$ cat src/rtl/logic_unit_arbiter.sv
// Round-robin arbiter sharing one registered AND/OR/XOR/NAND unit between NUM_REQ requesters.
// Each accepted op runs IDLE -> EXEC -> RESP; the result is returned tagged with the requester index.
module logic_unit_arbiter #(
    parameter int NUM_REQ = 4,
    parameter int WIDTH   = 8,
    parameter int ID_W    = 2
) (
    input  logic                       clk,
    input  logic                       reset,
    input  logic [NUM_REQ-1:0]         req_valid,
    output logic [NUM_REQ-1:0]         req_ready,
    input  logic [2*NUM_REQ-1:0]       req_op,
    input  logic [WIDTH*NUM_REQ-1:0]   req_a,
    input  logic [WIDTH*NUM_REQ-1:0]   req_b,
    output logic                       resp_valid,
    input  logic                       resp_ready,
    output logic [ID_W-1:0]            resp_id,
    output logic [WIDTH-1:0]           resp_data,
    output logic                       busy
);

    localparam logic [1:0] S_IDLE = 2'd0;
    localparam logic [1:0] S_EXEC = 2'd1;
    localparam logic [1:0] S_RESP = 2'd2;

    localparam logic [ID_W:0]   REQ_CNT  = (ID_W+1)'(NUM_REQ);
    localparam logic [ID_W-1:0] LAST_IDX = ID_W'(NUM_REQ - 1);

    logic [1:0]       state_q, state_d;
    logic [ID_W-1:0]  rr_ptr_q, rr_ptr_d;
    logic [ID_W-1:0]  gnt_q, gnt_d;
    logic [ID_W-1:0]  resp_id_q, resp_id_d;
    logic [1:0]       op_q, op_d;
    logic [WIDTH-1:0] a_q, a_d, b_q, b_d;
    logic [WIDTH-1:0] resp_data_q, resp_data_d;

    logic [NUM_REQ-1:0][1:0]       op_arr;
    logic [NUM_REQ-1:0][WIDTH-1:0] a_arr, b_arr;

    generate
        for (genvar i = 0; i < NUM_REQ; i++) begin : g_unpack
            assign op_arr[i] = req_op[2*i +: 2];
            assign a_arr[i]  = req_a[WIDTH*i +: WIDTH];
            assign b_arr[i]  = req_b[WIDTH*i +: WIDTH];
        end
    endgenerate

    // Scan starting at rr_ptr and wrapping; first pending requester wins.
    logic            any_valid;
    logic [ID_W-1:0] scan_idx;
    logic [ID_W:0]   cand;

    always_comb begin
        any_valid = 1'b0;
        scan_idx  = rr_ptr_q;
        cand      = '0;
        for (int k = 0; k < NUM_REQ; k++) begin
            cand = {1'b0, rr_ptr_q} + (ID_W+1)'(k);
            if (cand >= REQ_CNT) cand = cand - REQ_CNT;
            if (!any_valid && req_valid[cand[ID_W-1:0]]) begin
                any_valid = 1'b1;
                scan_idx  = cand[ID_W-1:0];
            end
        end
    end

    always_comb begin
        state_d     = state_q;
        rr_ptr_d    = rr_ptr_q;
        gnt_d       = gnt_q;
        resp_id_d   = resp_id_q;
        op_d        = op_q;
        a_d         = a_q;
        b_d         = b_q;
        resp_data_d = resp_data_q;
        req_ready   = '0;
        case (state_q)
            S_IDLE: begin
                if (any_valid && !reset) begin
                    req_ready[scan_idx] = 1'b1;
                    gnt_d   = scan_idx;
                    op_d    = op_arr[scan_idx];
                    a_d     = a_arr[scan_idx];
                    b_d     = b_arr[scan_idx];
                    state_d = S_EXEC;
                end
            end
            S_EXEC: begin
                case (op_q)
                    2'b00:   resp_data_d = a_q & b_q;
                    2'b01:   resp_data_d = a_q | b_q;
                    2'b10:   resp_data_d = a_q ^ b_q;
                    default: resp_data_d = ~(a_q & b_q);
                endcase
                resp_id_d = gnt_q;
                state_d   = S_RESP;
            end
            S_RESP: begin
                if (resp_ready) begin
                    rr_ptr_d = (gnt_q == LAST_IDX) ? '0 : gnt_q + 1'b1;
                    state_d  = S_IDLE;
                end
            end
            default: state_d = S_IDLE;
        endcase
    end

    always_ff @(posedge clk) begin
        if (reset) begin
            state_q     <= S_IDLE;
            rr_ptr_q    <= '0;
            gnt_q       <= '0;
            resp_id_q   <= '0;
            op_q        <= '0;
            a_q         <= '0;
            b_q         <= '0;
            resp_data_q <= '0;
        end else begin
            state_q     <= state_d;
            rr_ptr_q    <= rr_ptr_d;
            gnt_q       <= gnt_d;
            resp_id_q   <= resp_id_d;
            op_q        <= op_d;
            a_q         <= a_d;
            b_q         <= b_d;
            resp_data_q <= resp_data_d;
        end
    end

    assign resp_valid = (state_q == S_RESP);
    assign resp_id    = resp_id_q;
    assign resp_data  = resp_data_q;
    assign busy       = (state_q != S_IDLE);

endmodule

$ cat config.mk
export PLATFORM = sky130hd
export DESIGN_NAME = logic_unit_arbiter
export DESIGN_NICKNAME = d
export VERILOG_FILES = /design/src/rtl/logic_unit_arbiter.sv
export SDC_FILE = /design/constraint.sdc
export NUM_CORES = 1
export LEC_CHECK = 0
export BUFFER_PORTS_ARGS = -buffer_cell sky130_fd_sc_hd__buf_2
export CAP_MARGIN = 20
export CORE_ASPECT_RATIO = 0.9
export CORE_MARGIN = 3
export CORE_UTILIZATION = 40
export DETAILED_ROUTE_END_ITERATION = 7
export PLACE_DENSITY_LB_ADDON = 0.3
export SETUP_SLACK_MARGIN = 0.02
export SLEW_MARGIN = 20
export SYNTH_ARGS = -nofsm -noshare
export SYNTH_HDL_FRONTEND = slang
export SYNTH_SLANG_ARGS = --single-unit
$ cat constraint.sdc
create_clock -name clk -period 2 [get_ports clk]
set_input_delay 0.4 -clock clk [delete_from_list [all_inputs] [get_ports clk]]
set_output_delay 0.4 -clock clk [all_outputs]
set_load 0.005 [all_outputs]
==> results of run 1 <==
[layout by cell type (no fill, tap or decap), drive strengths merged]
cell	instances
buf	118
dfxtp	34
nor2	18
nand2	18
inv	17
ha	17
a211oi	16
nor2b	13
mux2i	13
a21oi	13
nand4	11
o31ai	11
a21bo	11
o211ai	11
mux2	8
mux4	7
a22o	7
clkbuf	5
nand3	4
nor3	3
o21ai	3
a21boi	2
o21ba	2
o21bai	2
nand2b	2
clkinv	2
nor4	2
o21a	1
and3b	1
or4	1
[registers in the layout, indices dropped and copies added, names as in the netlist]
register	count
resp_id	2
gnt_q	2
resp_data	8
b_q	8
rr_ptr_q	2
op_q	2
state_q	2
a_q	8
[final cells by class]
cell class              instances  area, sq um  area share (%)
clock buffers                   5        68.82           2.159
clock inverters                 2        10.01          0.3141
inverters                      17        63.81           2.002
multi-input cells             197         1608           50.45
flip-flops and latches         34        685.7           21.52
well taps                      70        87.58           2.748
repair buffers                118        663.1           20.81
[worst reg2reg max path: cells and delay by family, from the launching register on]
family           cells  cell delay (ns)
AO/OA/AOI/OAI        3             0.89
flip-flops           1             0.38
AND/OR/NAND/NOR      2             0.61
[through the flow]
stage,hold slack (ns),total power [uW]
after floorplan,0.4385,1210
after global placement,0.4630,1423
after detailed placement,0.4710,1446
after CTS,0.3873,1917
after global routing,0.4051,2031
final,0.3943,1900
[kinds of logic (layout without fill, tap and decap cells)]
family | count (synthesis) | count (layout) | synth area share (%)
AOI/OAI and AO/OA | 79 | 79 | 25.33
and+or+nand+nor | 73 | 73 | 15.50
buffers and inverters | 37 | 142 | 6.344
DFF | 34 | 34 | 28.29
muxes | 28 | 28 | 15.70
adders and majority gates | 17 | 17 | 8.840
[power by group through the flow]
stage               sequential (uW)  clock, uW  combinational, uW
floorplan                       804          0                406
global placement                825          0                598
detailed placement              828          0                618
CTS                             811        480                626
global route                    824        510                697
finish                          812        469                619
[path summary, 6_finish.rpt]
check / from / to / slack [ns] / cells past startpoint
max: rr_ptr_q[0]$_SDFFE_PP0P_ / req_ready[2] / -0.05 / 6
min: resp_ready / rr_ptr_q[1]$_SDFFE_PP0P_ / 0.39 / 3
max reg2reg: rr_ptr_q[0]$_SDFFE_PP0P_ / b_q[3]$_SDFFE_PP0P_ / 0.04 / 5
min reg2reg: gnt_q[1]$_SDFFE_PP0P_ / gnt_q[1]$_SDFFE_PP0P_ / 0.48 / 2
[per-layer routing]
layer | up-vias | global-route usage (%) | part of all wire [%]
met3 | 7 | 2.683 | 5.0
met2 | 64 | 28.46 | 46
li1 | 1198 | - | -
met5 | - | 0 | 0
met4 | 0 | 6.748 | 1.6
met1 | 1060 | 22.10 | 48
[repair_timing]
action	4_1_cts	5_1_grt
endpoints found under the setup margin	15	17
pin swaps	2	1
gates resized for setup	5	4
buffers inserted	2	2
endpoints found under the hold margin	0	0
==> run_results.csv, run 1 <==
group,metric,value,unit
setup_path,cpPeakStageDelay,0.55,ns
logic_synthesis,synth_warnings,0,
logic_synthesis,synth_flop_cell,"dfxtp_1",
power_and_ir_drop,p_per_area,596.1,mW/mm^2
timing,fmax,486.9,MHz
clock_network,cts_tree,"yes",
setup_path,cp_top_family,"simple AND/OR/NAND/NOR gates",
cells_and_area,fin_cells,443,
power_and_ir_drop,swShare,31.06,%
clock_network,clk_pin_slew,0.07,ns
setup_path,arrival,1.65,ns
cells_and_area,diodes,0,
route,wl_per_cell,13.54,um
timing,setup_violations,2,
timing,finalHoldViolations,0,
grt,grt_start_max_net_pins,25,
timing,slew_headroom,51.73,%
cells_and_area,area_growth,32.45,%
placement,dp_hpwl,4874,um
timing,finalCritPeriodShare,102.7,%
logic_synthesis,postSynthAreaPerCell,8.978,sq um
placement,gp_congestion,0.9320,
cells_and_area,fillerInstances,550,
setup_path,cp_data_required_time,1.60,ns
floorplanning,dieArea,0.006983,sq mm
timing,period_needed,2.054,ns
route,ant_nets,0,
timing,fin_setup_tns,-0.1029,ns
cells_and_area,drive_above_1_share,41.55,%
logic_synthesis,synthArstFlopShare,0,%
floorplanning,die_w,87.75,um
grt,grt_pass1_vias,2226,
logic_synthesis,syn_area,0.002406,sq mm
grt,grt_pass1_wl,9604,um
logic_synthesis,synth-seq-cells,34,
clock_network,htreeDepth,2,
hold_path,hp-class,"in -> reg",
setup_path,crit_fanout,5,
flow_run,cap_violations,0,
grt,grt_usage,17.15,%
logic_synthesis,yosys.area.top_type,"dfxtp_1",
grt,grt_overflow,0,
placement,dp_slack,-0.1695,ns
setup_path,crit_buf_inv,1,
setup_path,end_kind,"primary output",
floorplanning,initial_core_util,41.79,%
logic_synthesis,synth_area_leaders,"dfxtp_1, ha_1, mux4_2",
route,routed_wl,5997,um
logic_synthesis,synth_edf_count,0,
power_and_ir_drop,comb_power_share,32.6,%
logic_synthesis,synthCells,268,
cells_and_area,finish.utilization,55.35,%
route,initialDrtViolationCount,69,
power_and_ir_drop,p_int,1310,uW
setup_path,startpoint_type,"flip-flop",
route,vias_per_cell,5.257,
timing,rsz0062_at_grt,"yes",
floorplanning,core,0.005758,sq mm
setup_path,path_class,"reg -> out",
clock_network,clock_latency,0.28,ns
clock_network,clk_path_buf_depth,2,
logic_synthesis,syn-num-nets,364,
logic_synthesis,synthTopCellsByCount,"dfxtp_1, nor2_1, ha_1, inv_1, nand2_1",
power_and_ir_drop,pwr-share-clk,24.7,%
floorplanning,io_pins,95,
clock_network,hold_buffers,0,
cells_and_area,final_area,0.003187,sq mm
power_and_ir_drop,p_leak,0.001503,uW
route,dr.pass1.iters,4,
outcome,violations,"setup timing",
outcome,status,"finished, violations left",
timing,setup_slack,-0.05396,ns
clock_network,cts_root_buf,"clkbuf_8",
timing,slew_violations,0,
timing,clock_skew,0.005677,ns
power_and_ir_drop,pwr-share-seq,42.7,%
power_and_ir_drop,power.switching,590.1,uW
placement,place_area,0.003072,sq mm
setup_path,critPathMostFrequentCell,"nand2_4",
cells_and_area,fin_nets,469,
setup_path,crit_slowest_cell,"or4_4",
logic_synthesis,synth_top_area_share,28.29,%
floorplanning,row_count,26,
setup_path,crit_chain,"nor2b_1, or4_4, nand2_4, nand2_4, nor2_2, buf_2",
power_and_ir_drop,ir_drop,225.5,uV
logic_synthesis,synth_cell_types,36,
route,drc,0,
clock_network,cts.sinks,34,
floorplanning,die_h,79.58,um
placement,dpl.cell_count,434,
clock_network,numCtsBuffers,5,
route,num_vias,2329,
timing,tightest_slew,0.7241,ns
grt,antenna_found_initial,0,
logic_synthesis,yosysMostFrequentCell,"dfxtp_1",
placement,io_buffers,94,
logic_synthesis,ys_seq_area_share,28.29,%
Note: power is estimated with default switching activity, not from simulation.
==> run 2, diff against run 1 <==
Settings changed: GPL_TIMING_DRIVEN set to 0.
==> run_results.csv, run 2 (synthesized netlist as in run 1, its figures left out) <==
group,metric,value,unit
outcome,status,"finished, violations left",
outcome,violations,"setup timing",
grt,grtUsageMet1,23.60,%
setup_path,cp_top_family,"simple AND/OR/NAND/NOR gates",
timing,setup_slack,-0.1055,ns
cells_and_area,final_area,0.003243,sq mm
clock_network,cts.sinks,34,
timing,clock_skew,0.004197,ns
timing,fin_setup_tns,-0.2934,ns
cells_and_area,final_cell_mix,"buf_2, dfxtp_1, inv_1, ha_1",
cells_and_area,fin_nets,475,
route,ant_nets,0,
setup_path,crit_buf_inv,1,
placement,io_buffers,93,
timing,whs,0.3832,ns
route,initialDrtViolationCount,84,
clock_network,cts_root_buf,"clkbuf_8",
placement,dp_slack,-0.2799,ns
route,drc,0,
timing,slew_violations,0,
timing,tightest_slew,0.5379,ns
grt,grt_start_max_net_pins,13,
placement,place_area,0.002959,sq mm
timing,fmax,475.0,MHz
power_and_ir_drop,p_total,1997,uW
floorplanning,dieArea,0.006983,sq mm
setup_path,crit_fanout,6,
setup_path,critPathLaunch,"rr_ptr_q[1]$_SDFFE_PP0P_",
setup_path,cp_data_required_time,1.60,ns
route,num_vias,2338,
cells_and_area,diodes,0,
grt,antenna_found_initial,0,
power_and_ir_drop,pwr-share-seq,40.3,%
route,wl_per_cell,14.54,um
setup_path,crit_slowest_cell,"or4_4",
floorplanning,die_w,87.75,um
setup_path,crit_chain,"and3b_1, or4_4, nand2_8, nand2_4, nor2_1, buf_2",
setup_path,arrival,1.71,ns
grt,grt.busiest_layer,"met2",
setup_path,startpoint_type,"flip-flop",
clock_network,cts_tree,"yes",
setup_path,regToRegSetupSlack,0.06,ns
cells_and_area,register_area,685.7,sq um
power_and_ir_drop,power.switching,633.1,uW
flow_run,cap_violations,0,
floorplanning,io_pins,95,
grt,use_met2,32.91,%
grt,use_met3,4.025,%
floorplanning,die_h,79.58,um
cells_and_area,area_growth,34.79,%
setup_path,reg2regPathDepth,6,
cells_and_area,fillerInstances,534,
grt,grt_pass1_vias,2251,
cells_and_area,drive_above_1_share,41.32,%
clock_network,clk_pin_slew,0.07,ns
grt,grt_overflow,0,
floorplanning,core,0.005758,sq mm
cells_and_area,multiInputGateArea,0.001638,sq mm
clock_network,numCtsBuffers,5,
setup_path,cpPeakStageDelay,0.48,ns
setup_path,cp.depth,6,
setup_path,path_class,"reg -> out",
power_and_ir_drop,comb_power_share,32.9,%
timing,period_needed,2.105,ns
floorplanning,row_count,26,
clock_network,hold_buffers,0,
floorplanning,initial_core_util,41.79,%
timing,rsz0062_at_grt,"yes",
timing,setup_violations,4,
route,dr.pass1.iters,4,
power_and_ir_drop,pwr-share-clk,26.8,%
clock_network,htreeDepth,2,
setup_path,cp-endpoint,"req_ready[2]",
route,routed_wl,6544,um
timing,slew_headroom,64.14,%
hold_path,hp-class,"in -> reg",
setup_path,end_kind,"primary output",
power_and_ir_drop,p_per_area,615.9,mW/mm^2
power_and_ir_drop,p_int,1364,uW
setup_path,rr_startpoint,"rr_ptr_q[1]$_SDFFE_PP0P_",
timing,finalHoldViolations,0,
placement,dp_hpwl,5070,um
setup_path,r2r_end,"a_q[2]$_SDFFE_PP0P_",
timing,finalCritPeriodShare,105.3,%
grt,grt_pass1_wl,10290,um
route,vias_per_cell,5.196,
placement,gp_congestion,0.8329,
power_and_ir_drop,ir_drop,270.1,uV
clock_network,clock_latency,0.29,ns
power_and_ir_drop,swShare,31.70,%
cells_and_area,final_common_cell,"buf_2",
power_and_ir_drop,p_leak,0.001503,uW
clock_network,clk_path_buf_depth,2,
grt,grt_usage,18.97,%
## run 2: cell count changes in the layout (fill, tap and decap cells not counted), moves of 2 or more
| cell | previous run | this run |
|---|---|---|
| buf_4 | 23 | 16 |
| nor2_1 | 17 | 15 |
| nor2_2 | 1 | 3 |
| buf_1 | 0 | 2 |
| nor2b_2 | 0 | 2 |
| nor2b_1 | 13 | 11 |
| clkbuf_1 | 0 | 10 |
## run 2: layer usage
layer | wire length, um | share of wire (%) | up-vias
met1 | 2975 | 45 | 1063
met3 | 335 | 5.1 | 7
met2 | 3146 | 48 | 64
li1 | - | - | 1204
met5 | 0 | 0 | -
met4 | 87 | 1.3 | 0
## run 2: cell type report
| cell class | count | share of cell area, % |
|---|---|---|
| clock inverters | 1 | 0.1543 |
| clock buffers | 7 | 2.662 |
| plain buffers | 16 | 3.048 |
| well taps | 70 | 2.701 |
| repair buffers | 108 | 17.82 |
| flip-flops and latches | 34 | 21.14 |
| multi-input cells | 197 | 50.50 |
| inverters | 17 | 1.968 |
## run 2: worst min-delay path by stage
stage | startpoint | to | depth (start not counted)
2_1_floorplan | gnt_q[1]$_SDFFE_PP0P_ | gnt_q[1]$_SDFFE_PP0P_ | 2
3_3_place_gp | resp_data[2]$_SDFFE_PP0N_ | resp_data[2]$_SDFFE_PP0N_ | 2
3_5_place_dp | resp_id[0]$_SDFFE_PP0N_ | resp_id[0]$_SDFFE_PP0N_ | 2
4_1_cts | resp_ready | rr_ptr_q[1]$_SDFFE_PP0P_ | 3
5_1_grt | resp_ready | rr_ptr_q[1]$_SDFFE_PP0P_ | 3
6_report | resp_ready | rr_ptr_q[1]$_SDFFE_PP0P_ | 3
## run 2: through the flow
step	cells	util [%]
2_1_floorplan	268	-
4_1_cts	442	54.80
3_5_place_dp	431	51.39
6_report	450	56.32
3_3_place_gp	431	51.39
5_1_grt	450	56.32
## run 2: worst reg2reg max path, cell delays in order, from the launching register on
cell and delay, ns:
dfxtp_4 0.37, and3b_1 0.18, or4_4 0.48, nand2_8 0.11, buf_4 0.18, mux4_2 0.33, a22o_1 0.19
## run 2: what timing repair did
item	CTS	global route
resized for setup	18	9
pin swaps	3	2
buffers inserted	6	10
endpoints found under the setup margin	4	6
## run 2: power groups by stage
| stage | sequential (uW) | clock (uW) | combinational (uW) |
|---|---|---|---|
| final | 804 | 536 | 657 |
| after global routing | 816 | 572 | 730 |
| after CTS | 803 | 539 | 628 |
| after global placement | 815 | 0 | 577 |
| after detailed placement | 818 | 0 | 596 |
| after floorplan | 804 | 0 | 406 |
==> run 3, diff against run 2 <==
Settings changed: MAX_ROUTING_LAYER set to met4.
==> run_results.csv, run 3 (synthesized netlist as in run 1, its figures left out) <==
group,metric,value,unit
cells_and_area,fillerInstances,514,
route,dr.pass1.iters,4,
placement,dpl.cell_count,431,
flow_run,cap_violations,0,
timing,slew_violations,0,
grt,grt_overflow,0,
cells_and_area,fin_cells,458,
timing,period_needed,2.120,ns
grt,grt_pass1_vias,2248,
cells_and_area,drive_above_1_share,43.04,%
floorplanning,core,0.005758,sq mm
route,ant_nets,0,
setup_path,rr_startpoint,"rr_ptr_q[1]$_SDFFE_PP0P_",
timing,fmax,471.7,MHz
placement,gp_congestion,0.8458,
grt,grt_usage,19.50,%
cells_and_area,register_area,685.7,sq um
grt,antenna_found_initial,0,
timing,tightest_slew,0.5240,ns
cells_and_area,final_cell_mix,"buf_2, dfxtp_1, buf_4",
cells_and_area,final_common_cell,"buf_2",
setup_path,end_kind,"primary output",
timing,slew_headroom,64.75,%
cells_and_area,area_growth,39.37,%
setup_path,startpoint_type,"flip-flop",
clock_network,clk_path_buf_depth,2,
setup_path,crit_fanout,5,
cells_and_area,final_area,0.003353,sq mm
timing,finalCritPeriodShare,106.0,%
timing,finalHoldViolations,0,
setup_path,path_class,"reg -> out",
cells_and_area,fin_nets,483,
hold_path,hp-class,"in -> reg",
clock_network,clock_latency,0.30,ns
route,routed_wl,6937,um
hold_path,hold_end,"rr_ptr_q[1]$_SDFFE_PP0P_",
setup_path,r2r_end,"a_q[2]$_SDFFE_PP0P_",
power_and_ir_drop,p_leak,0.001558,uW
power_and_ir_drop,ir_drop,271.1,uV
floorplanning,dieArea,0.006983,sq mm
grt,grt_pass1_wl,10320,um
cells_and_area,multiInputGateArea,0.001682,sq mm
setup_path,cpPeakStageDelay,0.48,ns
floorplanning,die_w,87.75,um
placement,place_area,0.002959,sq mm
power_and_ir_drop,p_per_area,606.8,mW/mm^2
clock_network,clk_pin_slew,0.07,ns
grt,grt_start_max_net_pins,13,
hold_path,holdPathStages,3,
route,num_vias,2419,
timing,rsz0062_at_grt,"yes",
timing,fin_setup_tns,-0.3738,ns
placement,dp_hpwl,5070,um
cells_and_area,diodes,0,
setup_path,cp_top_family,"simple AND/OR/NAND/NOR gates",
setup_path,cp_data_required_time,1.60,ns
clock_network,cts_tree,"yes",
floorplanning,die_h,79.58,um
clock_network,cts_root_buf,"clkbuf_8",
floorplanning,io_pins,95,
placement,dp_slack,-0.2799,ns
setup_path,crit_chain,"and3b_1, or4_4, nand2_8, nand2_4, nor2_1, buf_2",
timing,whs,0.3812,ns
timing,clock_skew,0.007240,ns
setup_path,arrival,1.72,ns
setup_path,regToRegSetupSlack,-0.03,ns
clock_network,htreeDepth,2,
timing,setup_violations,8,
setup_path,crit_slowest_cell,"or4_4",
outcome,status,"finished, violations left",
route,initialDrtViolationCount,132,
route,wl_per_cell,15.15,um
placement,io_buffers,93,
clock_network,cts.sinks,34,
setup_path,crit_buf_inv,1,
outcome,violations,"setup timing",
clock_network,numCtsBuffers,5,
route,vias_per_cell,5.282,
setup_path,reg2regPathDepth,9,
route,drc,0,
timing,setup_slack,-0.1201,ns
floorplanning,row_count,26,
floorplanning,initial_core_util,41.79,%
hold_path,min_from,"resp_ready",
## run 3: layout make-up
class	instances	area share, %
Multi-Input combinational cell	197	50.15
Sequential cell	34	20.45
Timing Repair Buffer	117	19.81
Tap cell	70	2.612
Clock buffer	7	2.575
Buffer	15	2.351
Inverter	17	1.903
Clock inverter	1	0.1493
## run 3: report_power, final
| part | switching [uW] | total [uW] | internal [uW] |
|---|---|---|---|
| Sequential | 58.5 | 805 | 746 |
| Combinational | 330 | 693 | 362 |
| Clock | 260 | 537 | 278 |
## run 3: tightest hold or removal path, stage by stage
cell     delay (ns)
buf_2          0.11
nand3_1        0.08
a21oi_1        0.05
## run 3: worst max-delay path by stage
| stage | from | endpoint | cells after the start | slack, ns |
|---|---|---|---|---|
| after floorplan | reset | req_ready[0] | 6 | 0.15 |
| after global placement | req_valid[0] | req_ready[3] | 8 | -0.27 |
| after detailed placement | req_valid[0] | req_ready[3] | 8 | -0.28 |
| after CTS | rr_ptr_q[1]$_SDFFE_PP0P_ | req_ready[0] | 6 | -0.12 |
| after global routing | rr_ptr_q[1]$_SDFFE_PP0P_ | req_ready[2] | 6 | -0.16 |
| final | rr_ptr_q[1]$_SDFFE_PP0P_ | req_ready[2] | 6 | -0.12 |
## run 3: timing repair
action | CTS | global route
setup buffers | 6 | 19
gates resized for setup | 18 | 21
hold buffers | 0 | 0
setup endpoints to repair | 4 | 6
pin swaps | 3 | 6
## run 3: layer usage
| layer | GRT usage [%] | vias up | part of all wire (%) |
|---|---|---|---|
| li1 | - | 1224 | - |
| met1 | 23.60 | 1108 | 42 |
| met2 | 32.98 | 79 | 50 |
| met3 | 4.025 | 8 | 6.8 |
| met4 | 5.061 | 0 | 1.3 |
| met5 | - | - | 0 |
## run 3: through the flow
step	util (%)	total power [uW]
4_1_cts	54.80	1970
6_report	58.24	2035
3_3_place_gp	51.39	1393
5_1_grt	58.24	2156
3_5_place_dp	51.39	1415
2_1_floorplan	-	1210
